`config.mk`:
```
export PLATFORM = sky130hd
export DESIGN_NAME = uart_tx_mmio
export DESIGN_NICKNAME = d
export VERILOG_FILES = /design/src/rtl/uart_tx_mmio.sv
export SDC_FILE = /design/constraint.sdc
export NUM_CORES = 1
export LEC_CHECK = 0
export ABC_AREA = 1
export CORE_MARGIN = 1.5
export CORE_UTILIZATION = 30
export DETAILED_ROUTE_END_ITERATION = 10
export PLACE_DENSITY = 0.61
export SKIP_LAST_GASP = 1
export SLEW_MARGIN = 25
export SYNTH_ARGS = -nofsm -noshare
export SYNTH_HDL_FRONTEND = slang
export SYNTH_SLANG_ARGS = --single-unit
```
`constraint.sdc`:
```
create_clock -name clk_i -period 3.05 [get_ports clk_i]
set_input_delay 0.61 -clock clk_i [delete_from_list [all_inputs] [get_ports clk_i]]
set_output_delay 0.61 -clock clk_i [all_outputs]
set_load 0.005 [all_outputs]
```
`src/rtl/uart_tx_mmio.sv`:
```
// Memory-mapped 8N1 UART transmitter: CPU byte writes are queued in a small FIFO
// and shifted out LSB first; a status word is readable at the same I/O address.
module uart_tx_mmio #(
    parameter int CLK_FREQ_HZ   = 50000000,
    parameter int BAUD          = 115200,
    parameter int FIFO_DEPTH    = 8,
    parameter int IO_CTRL_BIT   = 22,
    parameter int UART_CTRL_BIT = 4
) (
    input  logic        clk_i,
    input  logic        rst_ni,
    input  logic [31:0] mem_addr_i,
    input  logic        mem_rstrb_i,
    output logic [31:0] mem_rdata_o,
    input  logic [3:0]  mem_wmask_i,
    input  logic [31:0] mem_wdata_i,
    output logic        uart_tx_o
);
    // DIV must be at least 2 so the baud counter has a reload value of at least 1.
    localparam int DIV     = CLK_FREQ_HZ / BAUD;
    localparam int CNT_W   = $clog2(DIV);
    localparam int PTR_W   = $clog2(FIFO_DEPTH);
    localparam int CNT_F_W = PTR_W + 1;

    localparam logic [CNT_W-1:0]   DIV_M1    = CNT_W'(DIV - 1);
    localparam logic [CNT_F_W-1:0] DEPTH_CNT = CNT_F_W'(FIFO_DEPTH);

    typedef enum logic [1:0] {
        IDLE,
        START,
        DATA,
        STOP
    } state_t;

    function automatic logic [3:0] sat_count(input logic [CNT_F_W-1:0] c);
        if (32'(c) > 32'd15) begin
            return 4'hF;
        end
        return 4'(c);
    endfunction

    logic                 sel;
    logic                 push_req;
    logic                 rd_req;
    logic                 push_ok;
    logic                 pop;
    logic                 fifo_empty;
    logic                 fifo_full;
    logic                 busy;
    logic [31:0]          status;
    logic                 line_bit;
    logic                 unused_bits;

    logic [7:0]           fifo_mem [FIFO_DEPTH];
    logic [PTR_W-1:0]     wr_ptr;
    logic [PTR_W-1:0]     rd_ptr;
    logic [CNT_F_W-1:0]   fifo_cnt;
    logic                 overflow;

    state_t               state;
    logic [CNT_W-1:0]     baud_cnt;
    logic [2:0]           bit_idx;
    logic [7:0]           shift;
    logic                 tx_q;
    logic [31:0]          rdata_q;

    assign sel      = mem_addr_i[IO_CTRL_BIT] & mem_addr_i[UART_CTRL_BIT];
    assign push_req = sel & mem_wmask_i[0];
    assign rd_req   = sel & mem_rstrb_i;

    assign unused_bits = ^{mem_addr_i, mem_wmask_i[3:1], mem_wdata_i[31:8]};

    assign fifo_empty = (fifo_cnt == '0);
    assign fifo_full  = (fifo_cnt == DEPTH_CNT);

    // A pop happens from IDLE, or at the last cycle of a stop bit so frames run back to back.
    assign pop = !fifo_empty &&
                 ((state == IDLE) || ((state == STOP) && (baud_cnt == '0)));

    // A full FIFO still accepts a push when a pop frees a slot on the same edge.
    assign push_ok = push_req && (!fifo_full || pop);

    assign busy = !fifo_empty || (state != IDLE);

    always_comb begin
        status      = '0;
        status[0]   = busy;
        status[1]   = fifo_full;
        status[2]   = overflow;
        status[7:4] = sat_count(fifo_cnt);
    end

    always_comb begin
        line_bit = 1'b1;
        case (state)
            START:   line_bit = 1'b0;
            DATA:    line_bit = shift[0];
            default: line_bit = 1'b1;
        endcase
    end

    always_ff @(posedge clk_i) begin
        if (push_ok) begin
            fifo_mem[wr_ptr] <= mem_wdata_i[7:0];
        end
    end

    always_ff @(posedge clk_i or negedge rst_ni) begin
        if (!rst_ni) begin
            wr_ptr   <= '0;
            rd_ptr   <= '0;
            fifo_cnt <= '0;
            overflow <= 1'b0;
        end else begin
            if (push_ok) begin
                wr_ptr <= wr_ptr + PTR_W'(1);
            end
            if (pop) begin
                rd_ptr <= rd_ptr + PTR_W'(1);
            end
            case ({push_ok, pop})
                2'b10:   fifo_cnt <= fifo_cnt + CNT_F_W'(1);
                2'b01:   fifo_cnt <= fifo_cnt - CNT_F_W'(1);
                default: fifo_cnt <= fifo_cnt;
            endcase
            // A dropped push on the same edge as a status read keeps the flag set.
            if (push_req && !push_ok) begin
                overflow <= 1'b1;
            end else if (rd_req) begin
                overflow <= 1'b0;
            end
        end
    end

    always_ff @(posedge clk_i or negedge rst_ni) begin
        if (!rst_ni) begin
            rdata_q <= '0;
        end else begin
            rdata_q <= rd_req ? status : 32'h0;
        end
    end

    always_ff @(posedge clk_i) begin
        if (pop) begin
            shift <= fifo_mem[rd_ptr];
        end else if ((state == DATA) && (baud_cnt == '0)) begin
            shift <= {1'b0, shift[7:1]};
        end
    end

    always_ff @(posedge clk_i or negedge rst_ni) begin
        if (!rst_ni) begin
            state    <= IDLE;
            baud_cnt <= '0;
            bit_idx  <= '0;
            tx_q     <= 1'b1;
        end else begin
            tx_q <= line_bit;
            case (state)
                IDLE: begin
                    if (pop) begin
                        baud_cnt <= DIV_M1;
                        state    <= START;
                    end
                end
                START: begin
                    if (baud_cnt == '0) begin
                        baud_cnt <= DIV_M1;
                        bit_idx  <= '0;
                        state    <= DATA;
                    end else begin
                        baud_cnt <= baud_cnt - CNT_W'(1);
                    end
                end
                DATA: begin
                    if (baud_cnt == '0) begin
                        baud_cnt <= DIV_M1;
                        if (bit_idx == 3'd7) begin
                            state <= STOP;
                        end else begin
                            bit_idx <= bit_idx + 3'd1;
                        end
                    end else begin
                        baud_cnt <= baud_cnt - CNT_W'(1);
                    end
                end
                STOP: begin
                    if (baud_cnt == '0) begin
                        if (pop) begin
                            baud_cnt <= DIV_M1;
                            state    <= START;
                        end else begin
                            state <= IDLE;
                        end
                    end else begin
                        baud_cnt <= baud_cnt - CNT_W'(1);
                    end
                end
                default: state <= IDLE;
            endcase
        end
    end

    assign uart_tx_o   = tx_q;
    assign mem_rdata_o = rdata_q;

endmodule

```
; ---- After elaboration in Yosys (flattened, before gate mapping)
; Memories as Yosys holds them, arrays and structs flattened.
; Cells that the tools add are included.
[totals]
register_bits = 42
latchBits = 0
ramBits = 64
romBits = 0
in_bits = 71
output_inout_bits = 33
wordCells = 79
mem_count = 1
[mem_list]
columns = memory, depth, word_bits, read_ports, rd_clocked_by_memory_dff, write_ports, line
row1 = fifo_mem, 8, 8, 1, 0, 1, 54  ; logic [7:0] fifo_mem [FIFO_DEPTH];
[op_classes]
add_sub_neg = 6
mul = 0
div = 0
order_cmp = 0
n_eq_ne = 13
shift = 0
n_mux = 24
bitwise_logic = 3
reduce_logical = 22
[ops]
columns = operator, n
row1 = 9-bit two-way mux, 3
row2 = 9-bit case mux with 3 select lines, 1
row3 = 8-bit two-way mux, 3
row4 = 2-bit two-way mux, 5
row5 = 2-bit nonzero test, 5
row6 = 3-bit by 1-bit adder with 3-bit output (second input constant), 3
row7 = 9-bit logical NOT, 1
row8 = 3-bit two-way mux, 3
row9 = 9-bit by 1-bit subtractor with 9-bit output (second input constant), 1
row10 = 2-bit case mux with 4 select lines, 1
row11 = 4-bit case mux with 2 select lines, 1
row12 = 2-bit == test (second input constant), 3
row13 = 2-bit by 1-bit != test with 1-bit output (second input constant), 3
row14 = 2-bit != test (second input constant), 3
row15 = 3-bit case mux with 2 select lines, 1
row16 = 1-bit logical AND, 5
row17 = 1-bit two-way mux, 5
row18 = 5-bit AND reduction, 1
row19 = 4-bit by 1-bit adder with 4-bit output (second input constant), 1
row20 = 2-bit by 1-bit == test with 1-bit output (second input constant), 2
row21 = 4-bit == test (second input constant), 1
row22 = 4-bit logical NOT, 1
row23 = 4-bit AND reduction, 1
row24 = 4-bit by 1-bit subtractor with 4-bit output (second input constant), 1
row25 = 7 further kinds, 13

; ---- Logic depth before layout (Yosys ltp)
[depth]
depth_word = 9
mapped_depth = 15
depth_no_buf = 15

; ---- Worst setup path after synthesis
; Ideal clock, no wire load.
[synth_path]
path_type = reg-to-reg
start = register baud_cnt[0]
end = memory fifo_mem[3][0], enable pin
setup_time_ns = 0.383
arrival_ns = 2.009
required_time_ns = 2.667
path_slack_ns = 0.658
stages_incl_launch_ff = 13
path_buffers = 0
synth_period_minus_slack_ns = 2.392
path_cell_list = dfrtp_1 -> inv_1 -> ha_1 -> nand2_1 -> nor2_4 -> nand3_4 -> nand2_8 -> nand2_8 -> nand3_2 -> nand2_4 -> inv_4 -> nand2_1 -> nor3_1
[synth_between]
elab_chain_len = 8
[synth_rtl]
columns = element, line
row1 = start: declaration, 61  ; logic [CNT_W-1:0] baud_cnt;
row2 = start signal: assignment, 172  ; baud_cnt <= baud_cnt - CNT_W'(1);
row3 = start signal: assignment, 184  ; baud_cnt <= baud_cnt - CNT_W'(1);
row4 = start signal: assignment, 196  ; baud_cnt <= baud_cnt - CNT_W'(1);
row5 = 9-bit logical NOT, 78  ; ((state == IDLE) || ((state == STOP) && (baud_cnt == '0)));
row6 = 1-bit logical AND, 78
row7 = 1-bit logical OR, 78
row8 = 1-bit logical AND, 77  ; assign pop = !fifo_empty &&
row9 = 1-bit logical OR, 81  ; assign push_ok = push_req && (!fifo_full || pop);
row10 = 1-bit logical AND, 81
row11 = 1-bit two-way mux, 103  ; if (push_ok) begin
row12 = 1-bit two-way mux (implied by the code), 104  ; fifo_mem[wr_ptr] <= mem_wdata_i[7:0];
row13 = end: declaration, 54
; Every way passes these cells.

; ---- Worst setup path after layout
[layout_path]
start = register baud_cnt[0]
end = memory fifo_mem[6][1], enable pin
; The elaborated chain is that of the path after synthesis.

==> flow_summary.yaml <==
setup_path:
  startpoint_type: "flip-flop"
  crit_path_max_fanout: 10
  critPathKind: "flip-flop to flip-flop"
  crit_arrival_ps: 2330
  critPathBufInv: 2
  crit_slowest_cell: "dfrtp_1"
  critical-path-top-delay-family: "simple AND/OR/NAND/NOR gates"
  crit_path_end_kind: "flip-flop"
  path_cells: "inv_1, ha_1, nand2_1, nor2_4, nand3_4, nand2_8, nand2_8, nand3_2, nand2_4, or2_4, nor3_2, buf_4"
  crit_path_frequent_cell: "nand2_8"
  slowest_delay_ps: 390
  critPathRequiredTime_ps: 3100
drt:
  num_vias: 3177
  drtIter0Drc: 223
  wl_per_cell_um: 13.07
  routed_wl_um: 9211
  routed_via_density: 4.506
  drtPass1Iterations: 4
  drc: 0
  antenna_left: 0
timing:
  slew_viol_final: 0
  grt_setup_unrepaired: "false"
  finalCritPeriodShare_pct: 74.78
  max_freq_mhz: 438.4
  whs_ps: 490.2
  final-setup-viol-count: 0
  clock_skew_ps: 10.70
  slew_headroom_pct: 62.04
  finalHoldViolations: 0
  timing.final.crit_period_ps: 2281
  worstMarginPinSlew_ps: 568.8
  fin_setup_tns_ps: 0
synth:
  syn_inst: 450
  async_flop_share_pct: 31.43
  synth_flop_cell: "edfxtp_1"
  synth_edf_count: 72
  synth_warnings: 0
  seq_area_frac_synth_pct: 61.29
  ys_seq_elements: 105
  syn_avg_cell_area_um2: 10.84
  yosysUniqueCellTypes: 38
  synth_area_um2: 4877
placed_design:
  dpl.hpwl_um: 5972
  numPortBuffers: 21
  gp_congestion: 0.8151
cts:
  post_cts_buffers: 0
  clk_pin_slew_ps: 70
  cts_hold_buf: 0
  cts_tree: "built"
  cts_made_buffers: 9
  clk_latency_ps: 350
  clockRootBuffer: "clkbuf_16"
  cts_resized: 0
  htreeDepth: 3
  clockBufferDepth: 2
  clock_sinks: 105
job:
  maxCapViolations: 0
die:
  start_util_pct: 30.70
  die_w_um: 130.5
  num_rows: 46
  die_area_um2: 17030
  io_pins: 104
  die_h_um: 130.5
  core-area_um2: 15890
pwr:
  swShare_pct: 24.69
  leakagePower_nw: 2.200
  internal_power_mw: 2.412
  power_frac_clock_pct: 37.7
  seqPwrFrac_pct: 52.0
  powerDensity_nw_per_um2: 568.7
  ir_drop_uv: 382.6
  p_sw_mw: 0.7908
  combPwrFrac_pct: 10.4
grt:
  grt_pass1_vias: 2973
  grt_max_degree: 34
  grt_util_all_layers_pct: 11.43
  grt_antenna_before_repair: 0
  grt_overflow_total: 0
  grt_pass1_wl_um: 14750
status:
  status: "finished clean"
finish:
  final_common_cell: "edfxtp_1"
  final_cell_mix: "edfxtp_1, nand2_1, nor2_1"
  layout.nets: 567
  syn2layout_area_growth_pct: 15.47
  antenna_cells: 0
  drive_above_1_share_pct: 11.86
hold_path:
  hold_path.class: "flip-flop to flip-flop"
synthesized netlist by cell type, drive strengths merged, types with 7 or more instances:
master	n	area share [%]
a21oi	7	0.72
a31oi	9	1.2
buf	26	4.0
clkbuf	9	0.69
dfrtp	32	16
edfxtp	72	44
ha	12	3.1
inv	44	3.5
nand2	66	6.5
nand3	11	1.7
nor2	58	4.9
nor3	8	1.3
o21ai	54	5.6
o22ai	23	3.0
sequential cells by signal (all words and copies together), names as in the netlist:
| name | flops |
|---|---|
| fifo_cnt | 4 |
| baud_cnt | 9 |
| bit_idx | 3 |
| shift | 8 |
| mem_rdata_o | 7 |
| overflow | 1 |
| fifo_mem | 64 |
| state | 2 |
| uart_tx_o | 1 |
| wr_ptr | 3 |
| rd_ptr | 3 |
metal layers:
metal	routed length [µm]	share of wire (%)	global-route usage, %
met1	4175	45	14.61
met2	4582	50	19.01
met3	306	3.3	2.321
met4	146	1.6	4.719
met5	0	0	0
worst register-to-register path, delay by kind of cell (launching register included):
| family | cells | cell delay, ps |
|---|---|---|
| adders and majority gates | 1 | 160 |
| DFF | 1 | 390 |
| buffers and inverters | 2 | 350 |
| and+or+nand+nor | 9 | 1100 |
per-stage QoR:
step | cells | utilization [%] | cell area (µm²) | total power, mW | setup WS, ps
after floorplan | 474 | - | 4967 | 1.936 | 657.8
after global placement | 689 | 33.47 | 5316 | 2.016 | 590.0
after detailed placement | 689 | 33.47 | 5316 | 2.029 | 565.6
after CTS | 705 | 35.45 | 5632 | 3.235 | 743.5
after global routing | 705 | 35.45 | 5632 | 3.338 | 611.6
final | 705 | 35.45 | 5632 | 3.202 | 769.2
path summary, 6_finish.rpt:
kind | start | endpoint | slack, ps | cells past startpoint
max | baud_cnt[0] | fifo_mem[6][1] | 770 | 12
max in group asynchronous | rst_ni | uart_tx_o | 2040 | 2
max reg2reg | baud_cnt[0] | fifo_mem[6][1] | 770 | 12
min in group asynchronous | rst_ni | rd_ptr[2] | 680 | 2
min reg2reg | shift[0] | uart_tx_o | 490 | 2
min | shift[0] | uart_tx_o | 490 | 2
kinds of logic after synthesis:
family	count (synthesis)	synth area share, %
other cells	1	0.07689
xor+xnor	7	1.257
flops	105	61.29
buf+inv	82	8.440
simple gates	147	14.96
fa+ha+maj	12	3.078
compound gates	96	10.90
final cells by class:
cell class | instances | area (µm²)
clock buffer | 12 | 256.5
clock inverter | 4 | 58.81
multi-input combinational | 287 | 1567
inverter | 47 | 182.7
timing repair buffer | 34 | 307.8
fill | 1565 | 10250
tap | 216 | 270.3
sequential | 105 | 2989
power by group through the flow:
stage          registers [mW]  clock network, mW  logic, mW
2_1_floorplan            1.68                  0      0.253
3_3_place_gp             1.69                  0      0.324
3_5_place_dp             1.69                  0      0.335
4_1_cts                  1.66               1.23      0.338
5_1_grt                  1.67               1.28      0.384
6_report                 1.66               1.21      0.333
(Power assumes the default switching activity.)
